File: src/rtl/adc_sequencer_pkg.sv
// Shared types and sizing helpers for the ADC conversion sequencer.
package adc_pkg;

  // Width of one raw conversion result from the single-slope controller.
  localparam int unsigned ADC_COUNT_W = 8;

  // Sequencer control states.
  typedef enum logic [1:0] {
    IDLE = 2'd0,
    REQ  = 2'd1,
    WAIT = 2'd2,
    OUT  = 2'd3
  } adc_seq_state_e;

  // Accumulator width needed to sum 2^avg_log2 full-scale counts without overflow.
  function automatic int unsigned acc_width(input int unsigned avg_log2);
    return ADC_COUNT_W + avg_log2;
  endfunction

endpackage

File: src/rtl/adc_sequencer_if.sv
// Handshake bundle between the sequencer (master) and the ADC controller (slave).
interface adc_sequencer_if;
  import adc_pkg::*;

  logic                   adc_restart;
  logic                   adc_busy;
  logic                   adc_valid;
  logic [ADC_COUNT_W-1:0] adc_count;

  modport master (
    output adc_restart,
    input  adc_busy,
    input  adc_valid,
    input  adc_count
  );

  modport slave (
    input  adc_restart,
    output adc_busy,
    output adc_valid,
    output adc_count
  );

endinterface

File: src/rtl/adc_sequencer_watchdog.sv
// Per-conversion watchdog: counts enabled cycles since the last clear and
// flags expiry when the count reaches LIMIT-1.
module adc_watchdog #(
  parameter int unsigned LIMIT = 300
) (
  input  logic clk,
  input  logic rstn,
  input  logic clr,
  input  logic en,
  output logic expire
);

  localparam int CW = (LIMIT > 2) ? $clog2(LIMIT) : 1;

  logic [CW-1:0] cnt;

  assign expire = en && (cnt == CW'(LIMIT - 1));

  // Cycle counter; clear has priority so a fresh request always starts at zero.
  always_ff @(posedge clk) begin
    if (!rstn) begin
      cnt <= '0;
    end else if (clr) begin
      cnt <= '0;
    end else if (en) begin
      cnt <= cnt + 1'b1;
    end
  end

endmodule

File: src/rtl/adc_sequencer.sv
// Host-side requester for the single-slope ADC controller. Issues
// 2^AVG_LOG2 back-to-back conversions per request and emits their
// truncated mean as one sample. Optional per-conversion watchdog is
// enabled with the ADC_SEQ_TIMEOUT_EN macro; without it timeout_err is 0
// and the sequencer waits indefinitely for the controller.
module adc_sequencer
  import adc_pkg::*;
#(
  parameter int unsigned AVG_LOG2    = 2,
  parameter int unsigned TIMEOUT_CYC = 300
) (
  input  logic                   clk,
  input  logic                   rstn,
  input  logic                   trig,
  input  logic                   cont_en,
  adc_sequencer_if.master        adc,
  output logic [ADC_COUNT_W-1:0] sample_data,
  output logic                   sample_valid,
  output logic                   overrun,
  output logic                   timeout_err
);

  localparam int unsigned ACC_W  = acc_width(AVG_LOG2);
  localparam int unsigned N_W    = (AVG_LOG2 > 0) ? AVG_LOG2 : 1;
  localparam int unsigned N_LAST = (1 << AVG_LOG2) - 1;

  adc_seq_state_e   state;
  adc_seq_state_e   state_next;
  logic [ACC_W-1:0] acc;
  logic [N_W-1:0]   n;
  logic             acc_clr;
  logic             acc_add;
  logic             last_conv;
  logic             wd_expire;

  // Mean of the accumulated counts; the shift truncates toward zero.
  function automatic logic [ADC_COUNT_W-1:0] mean_trunc(input logic [ACC_W-1:0] a);
    return ADC_COUNT_W'(a >> AVG_LOG2);
  endfunction

  assign last_conv = (n == N_W'(N_LAST));

`ifdef ADC_SEQ_TIMEOUT_EN
  logic wd_clr;
  logic wd_en;

  // Restart the watchdog on every fresh request, including REQ re-entry
  // between conversions, so the limit applies per conversion.
  assign wd_en  = (state == REQ) || (state == WAIT);
  assign wd_clr = (state_next == REQ) && (state != REQ);

  adc_watchdog #(
    .LIMIT (TIMEOUT_CYC)
  ) u_watchdog (
    .clk    (clk),
    .rstn   (rstn),
    .clr    (wd_clr),
    .en     (wd_en),
    .expire (wd_expire)
  );

  // One-cycle error pulse, registered alongside the forced return to IDLE.
  always_ff @(posedge clk) begin
    if (!rstn) begin
      timeout_err <= 1'b0;
    end else begin
      timeout_err <= wd_expire;
    end
  end
`else
  logic unused_timeout_cfg;

  assign wd_expire          = 1'b0;
  assign timeout_err        = 1'b0;
  assign unused_timeout_cfg = (TIMEOUT_CYC != 0);
`endif

  // State register.
  always_ff @(posedge clk) begin
    if (!rstn) begin
      state <= IDLE;
    end else begin
      state <= state_next;
    end
  end

  // Next-state and accumulator control; the watchdog overrides everything.
  always_comb begin
    state_next = state;
    acc_clr    = 1'b0;
    acc_add    = 1'b0;
    case (state)
      IDLE: begin
        if (trig || cont_en) begin
          state_next = REQ;
          acc_clr    = 1'b1;
        end
      end
      REQ: begin
        // A valid pulse here belongs to an earlier conversion and is ignored.
        if (adc.adc_busy) begin
          state_next = WAIT;
        end
      end
      WAIT: begin
        if (adc.adc_valid) begin
          acc_add    = 1'b1;
          state_next = last_conv ? OUT : REQ;
        end
      end
      OUT: begin
        state_next = IDLE;
      end
      default: begin
        state_next = IDLE;
      end
    endcase
    if (wd_expire) begin
      state_next = IDLE;
      acc_clr    = 1'b1;
      acc_add    = 1'b0;
    end
  end

  // Accumulator, request strobe and registered status outputs.
  always_ff @(posedge clk) begin
    if (!rstn) begin
      acc             <= '0;
      n               <= '0;
      adc.adc_restart <= 1'b0;
      sample_data     <= '0;
      sample_valid    <= 1'b0;
      overrun         <= 1'b0;
    end else begin
      adc.adc_restart <= (state_next == REQ);
      sample_valid    <= (state == OUT);
      overrun         <= trig && (state != IDLE);
      if (state == OUT) begin
        sample_data <= mean_trunc(acc);
      end
      if (acc_clr) begin
        acc <= '0;
        n   <= '0;
      end else if (acc_add) begin
        acc <= acc + ACC_W'(adc.adc_count);
        n   <= n + 1'b1;
      end
    end
  end

endmodule

File: src/flat_wrapper.sv
// flat-port wrapper written by rule: the top's interface ports become plain ports
module adc_sequencer_flat import adc_pkg::*;
#(
  parameter int unsigned AVG_LOG2    = 2,
  parameter int unsigned TIMEOUT_CYC = 300
)
  (clk, rstn, trig, cont_en, sample_data, sample_valid, overrun, timeout_err, adc_adc_restart, adc_adc_busy, adc_adc_valid, adc_adc_count);
  adc_sequencer_if adc_i ();
  input  logic clk;
  input  logic rstn;
  input  logic trig;
  input  logic cont_en;
  output logic [ADC_COUNT_W-1:0] sample_data;
  output logic sample_valid;
  output logic overrun;
  output logic timeout_err;
  output wire logic [$bits(adc_i.adc_restart)-1:0] adc_adc_restart;
  input wire logic [$bits(adc_i.adc_busy)-1:0] adc_adc_busy;
  input wire logic [$bits(adc_i.adc_valid)-1:0] adc_adc_valid;
  input wire logic [$bits(adc_i.adc_count)-1:0] adc_adc_count;
  assign adc_adc_restart = adc_i.adc_restart;
  assign adc_i.adc_busy = adc_adc_busy;
  assign adc_i.adc_valid = adc_adc_valid;
  assign adc_i.adc_count = adc_adc_count;
  adc_sequencer #(.AVG_LOG2(AVG_LOG2), .TIMEOUT_CYC(TIMEOUT_CYC)) u_core (.clk(clk), .rstn(rstn), .trig(trig), .cont_en(cont_en), .adc(adc_i), .sample_data(sample_data), .sample_valid(sample_valid), .overrun(overrun), .timeout_err(timeout_err));
endmodule
File: config.mk
export PLATFORM = sky130hd
export DESIGN_NAME = adc_sequencer_flat
export DESIGN_NICKNAME = d
export VERILOG_FILES = /design/src/rtl/adc_sequencer_pkg.sv /design/src/rtl/adc_sequencer_if.sv /design/src/rtl/adc_sequencer_watchdog.sv /design/src/rtl/adc_sequencer.sv /design/src/flat_wrapper.sv
export SDC_FILE = /design/constraint.sdc
export NUM_CORES = 1
export LEC_CHECK = 0
export BUFFER_PORTS_ARGS = -buffer_cell sky130_fd_sc_hd__buf_2
export CAP_MARGIN = 25
export CORE_UTILIZATION = 52
export CTS_CLUSTER_DIAMETER = 150
export DETAILED_ROUTE_END_ITERATION = 16
export PLACE_DENSITY = 0.85
export SLEW_MARGIN = 20
export SYNTH_ARGS = -nofsm -noshare
export SYNTH_HDL_FRONTEND = slang
export SYNTH_SLANG_ARGS = --single-unit
export TNS_END_PERCENT = 20
File: constraint.sdc
create_clock -name clk -period 2.1 [get_ports clk]
set_input_delay 0 -clock clk [delete_from_list [all_inputs] [get_ports clk]]
set_output_delay 0 -clock clk [all_outputs]
set_load 0.05 [all_outputs]
==> run summary <==
## Detailed routing
- **Total Wirelength** 2.697 mm
- **number of vias per cell** 5.659
- **DRC** 0
- **DRC marker count from the first detailed-route iteration** 35
- **count of vias placed by the detailed router** 1,194
- **number of detailed-route iterations in the first pass** 4
- **DR WL/cell** 12.78 um
- **ANT nets after route** 0

## Timing
- **number of endpoints failing setup at the final stage** 0
- **unrepaired setup endpoints after global routing** no
- **Final Max Slew Viols** 0
- **Final Hold Violating Endpoints** 0
- **setup TNS after final layout** 0 ns
- **final worst setup slack** 0.2332 ns
- **Tcrit/Tclk final** 0.8890
- **setup skew after layout** 0.009375 ns
- **clock period minus worst slack** 1.867 ns
- **fmax** 535.7 MHz

## CTS
- **Clock transition at path regs** 0.13 ns
- **Clock Latency Late Sink** 0.34 ns
- **clock root buffer master** sky130_fd_sc_hd__clkbuf_4
- **depth of the CTS H-tree** 1
- **sinks on the clock net** 25
- **number of CTS-inserted buffers** 3
- **maximum root-to-sink buffer count** 2
- **TritonCTS clock tree** yes

## Logic synthesis
- **number of flip-flops and latches in the synthesized netlist** 25
- **post-synth design cell area** 1334 um2
- **synth warn** 0
- **top-area cell type share of the netlist area** 0.3752
- **sequential cell area fraction in the yosys report** 0.3752
- **cell count after synthesis** 157
- **top cells by count, synth** sky130_fd_sc_hd__dfxtp_1, sky130_fd_sc_hd__nand2_1, sky130_fd_sc_hd__nand3_1, sky130_fd_sc_hd__a21oi_1, sky130_fd_sc_hd__nor2_1
- **most used flip-flop cell after synthesis** sky130_fd_sc_hd__dfxtp_1
- **number of unique standard cell types used by synthesis** 39
- **cell type with the largest total area after synthesis** sky130_fd_sc_hd__dfxtp_1
- **EDFF count, synth** 0
- **largest cells by area after synthesis** sky130_fd_sc_hd__dfxtp_1, sky130_fd_sc_hd__ha_1, sky130_fd_sc_hd__nand2_1, sky130_fd_sc_hd__nand3_1, sky130_fd_sc_hd__a21boi_0
- **Async S/R FF share, synth** 0
- **Post-Synthesis Mean Instance Area** 8.495 um2
- **Mapped Nets** 181

## Floorplan
- **die extent in x** 52.65 um
- **core area** 2318 um2
- **area of the die** 2772 um2
- **Core Rows** 17
- **initial core utilization** 0.5753
- **height of the chip** 52.65 um
- **number of placed I/O pins** 26

## Placement
- **DPL Wire Length** 2.075 mm
- **placed cell count** 204
- **worst-case setup slack after placement** 0.2359 ns
- **PortBufs** 24
- **Final Wtd Congestion** 0.8870
- **instance area at placement** 1468 um2

## Layout
- **final cell area excluding filler cells** 1528 um2
- **fill cell instance count of the final layout** 186
- **proportion of layout cells with a drive suffix above 1** 0.2022
- **final layout net count** 208
- **non-filler instance count after layout** 211
- **relative area change from synthesis to final layout** 14.54%
- **Post-Route Utilization** 0.6589
- **ANT cells** 0

## Worst hold path
- **type of the worst min-delay path** in -> reg

## Run
- **Max Cap Violations** 0

## Worst setup path
- **capture instance of the worst register-to-register path** u_core.acc[6]
- **worst path arrival time** 2.09 ns
- **kind of capture point of the worst setup path** register
- **cell depth of the worst flop-to-flop path** 8
- **Critical Path Source** u_core.acc[0]
- **register-to-register path setup slack** 0.23 ns
- **critical path class** reg -> reg
- **critical path data required time** 2.33 ns
- **critical path fanouts, max** 3
- **nature of the critical path startpoint** register
- **origin of the critical flop-to-flop path** u_core.acc[0]
- **CP endpoint** u_core.acc[6]

## Power
- **largest voltage drop on the vdd net** 0.0005090 V
- **standby leakage power** 0.0006457 uW
- **P per Cell Area** 548.2 nW/um2

## Global route
- **GRT Residual Overflow** 0
- **first-pass GRT wire length** 4.664 mm
- **met2 Resource Use GR** 0.3882
- **met3 track utilization from global routing** 0.06087
- **overall fraction of global-route tracks in use** 0.2307
- **Top Usage Layer GRT** met2
- **global-route met1 utilization** 0.2715
- **pin count of the biggest net entering global routing** 16
- **initial antenna violation count** 0
- **number of global-route vias before repair** 1,094

## Status
- **run status** complete, no violations

==> timing repair <==
action,4_1_cts,5_1_grt
endpoints found under the hold margin,9,0
hold buffers,3,0
resized for setup,0,0
buffers inserted,0,0
==> layout make-up <==
type	count	area, um2	area share
multi-input combinational	118	763.2	0.4996
clock inverter	1	7.507	0.004914
tap	28	35.03	0.02293
timing repair buffer	31	180.2	0.1179
clock buffer	3	22.52	0.01474
sequential	25	500.5	0.3276
inverter	5	18.77	0.01228
==> power breakdown <==
part           total [uW]  switching, uW  internal, uW
Sequential            490           7.51           483
Combinational         120           73.3          46.9
Clock                 227            154          73.2
==> metrics by stage <==
stage	total power, uW	hold slack, ns
after global routing	875.6	0.07288
after global placement	611.6	0.2679
after floorplan	585.7	0.1319
after CTS	845.8	0.02896
final	837.5	0.03338
after detailed placement	615.1	0.2763
==> cell families after synthesis <==
family,Yosys count,synth area share
flops,25,0.3752
mux,1,0.007505
buf+inv,14,0.05253
xor+xnor,4,0.02627
simple gates,60,0.2148
other cells,1,0.002812
compound gates,42,0.2214
fa+ha+maj,10,0.09944
==> sequential cells by signal, indices dropped and copies added (netlist names) <==
register	cells
u_core.sample_valid	1
u_core.acc	10
u_core.state	2
u_core.n	2
u_core.overrun	1
u_core.sample_data	8
u_core.adc.adc_restart	1
==> worst min path at each step <==
| stage | startpoint | end | slack (ns) | depth (start not counted) |
|---|---|---|---|---|
| floorplan | rstn | u_core.state[0] | 0.13 | 1 |
| global placement | trig | u_core.overrun | 0.27 | 2 |
| detailed placement | trig | u_core.overrun | 0.28 | 2 |
| CTS | adc_adc_count[0] | u_core.acc[0] | 0.03 | 4 |
| global route | adc_adc_count[0] | u_core.acc[0] | 0.07 | 4 |
| finish | adc_adc_count[0] | u_core.acc[0] | 0.03 | 4 |
==> cell usage in the layout (no fill, tap or decap), types with 2 or more instances in the layout <==
| cell type | count |
|---|---|
| sky130_fd_sc_hd__a211oi_1 | 2 |
| sky130_fd_sc_hd__clkbuf_4 | 3 |
| sky130_fd_sc_hd__o31a_1 | 3 |
| sky130_fd_sc_hd__nor3_1 | 4 |
| sky130_fd_sc_hd__dlygate4sd3_1 | 3 |
| sky130_fd_sc_hd__nand2_1 | 25 |
| sky130_fd_sc_hd__o31ai_1 | 3 |
| sky130_fd_sc_hd__ha_1 | 9 |
| sky130_fd_sc_hd__inv_1 | 5 |
| sky130_fd_sc_hd__buf_2 | 24 |
| sky130_fd_sc_hd__a21o_1 | 2 |
| sky130_fd_sc_hd__o21ai_0 | 4 |
| sky130_fd_sc_hd__a21boi_0 | 8 |
| sky130_fd_sc_hd__nor2_1 | 10 |
| sky130_fd_sc_hd__dfxtp_1 | 25 |
| sky130_fd_sc_hd__xnor2_1 | 3 |
| sky130_fd_sc_hd__nand3_1 | 12 |
| sky130_fd_sc_hd__o21a_1 | 4 |
| sky130_fd_sc_hd__a21oi_1 | 11 |
| sky130_fd_sc_hd__buf_4 | 4 |
==> layer usage <==
metal  wire [um]  part of all wire  vias to the layer above
met3         132             0.049                        5
met4          38             0.014                        0
met5           0                 0                        -
li1            -                 -                      605
met1        1256              0.47                      551
met2        1270              0.47                       33
==> critical path, stage by stage, from the launching register on <==
cell and delay [ns]:
sky130_fd_sc_hd__dfxtp_1 0.34, sky130_fd_sc_hd__ha_1 0.19, sky130_fd_sc_hd__inv_1 0.07, sky130_fd_sc_hd__fa_1 0.25, sky130_fd_sc_hd__nor2b_4 0.05, sky130_fd_sc_hd__o31a_1 0.26, sky130_fd_sc_hd__o21ai_0 0.22, sky130_fd_sc_hd__nor4b_1 0.28
sky130_fd_sc_hd__nor3_1 0.10
(Power assumes the default switching activity.)
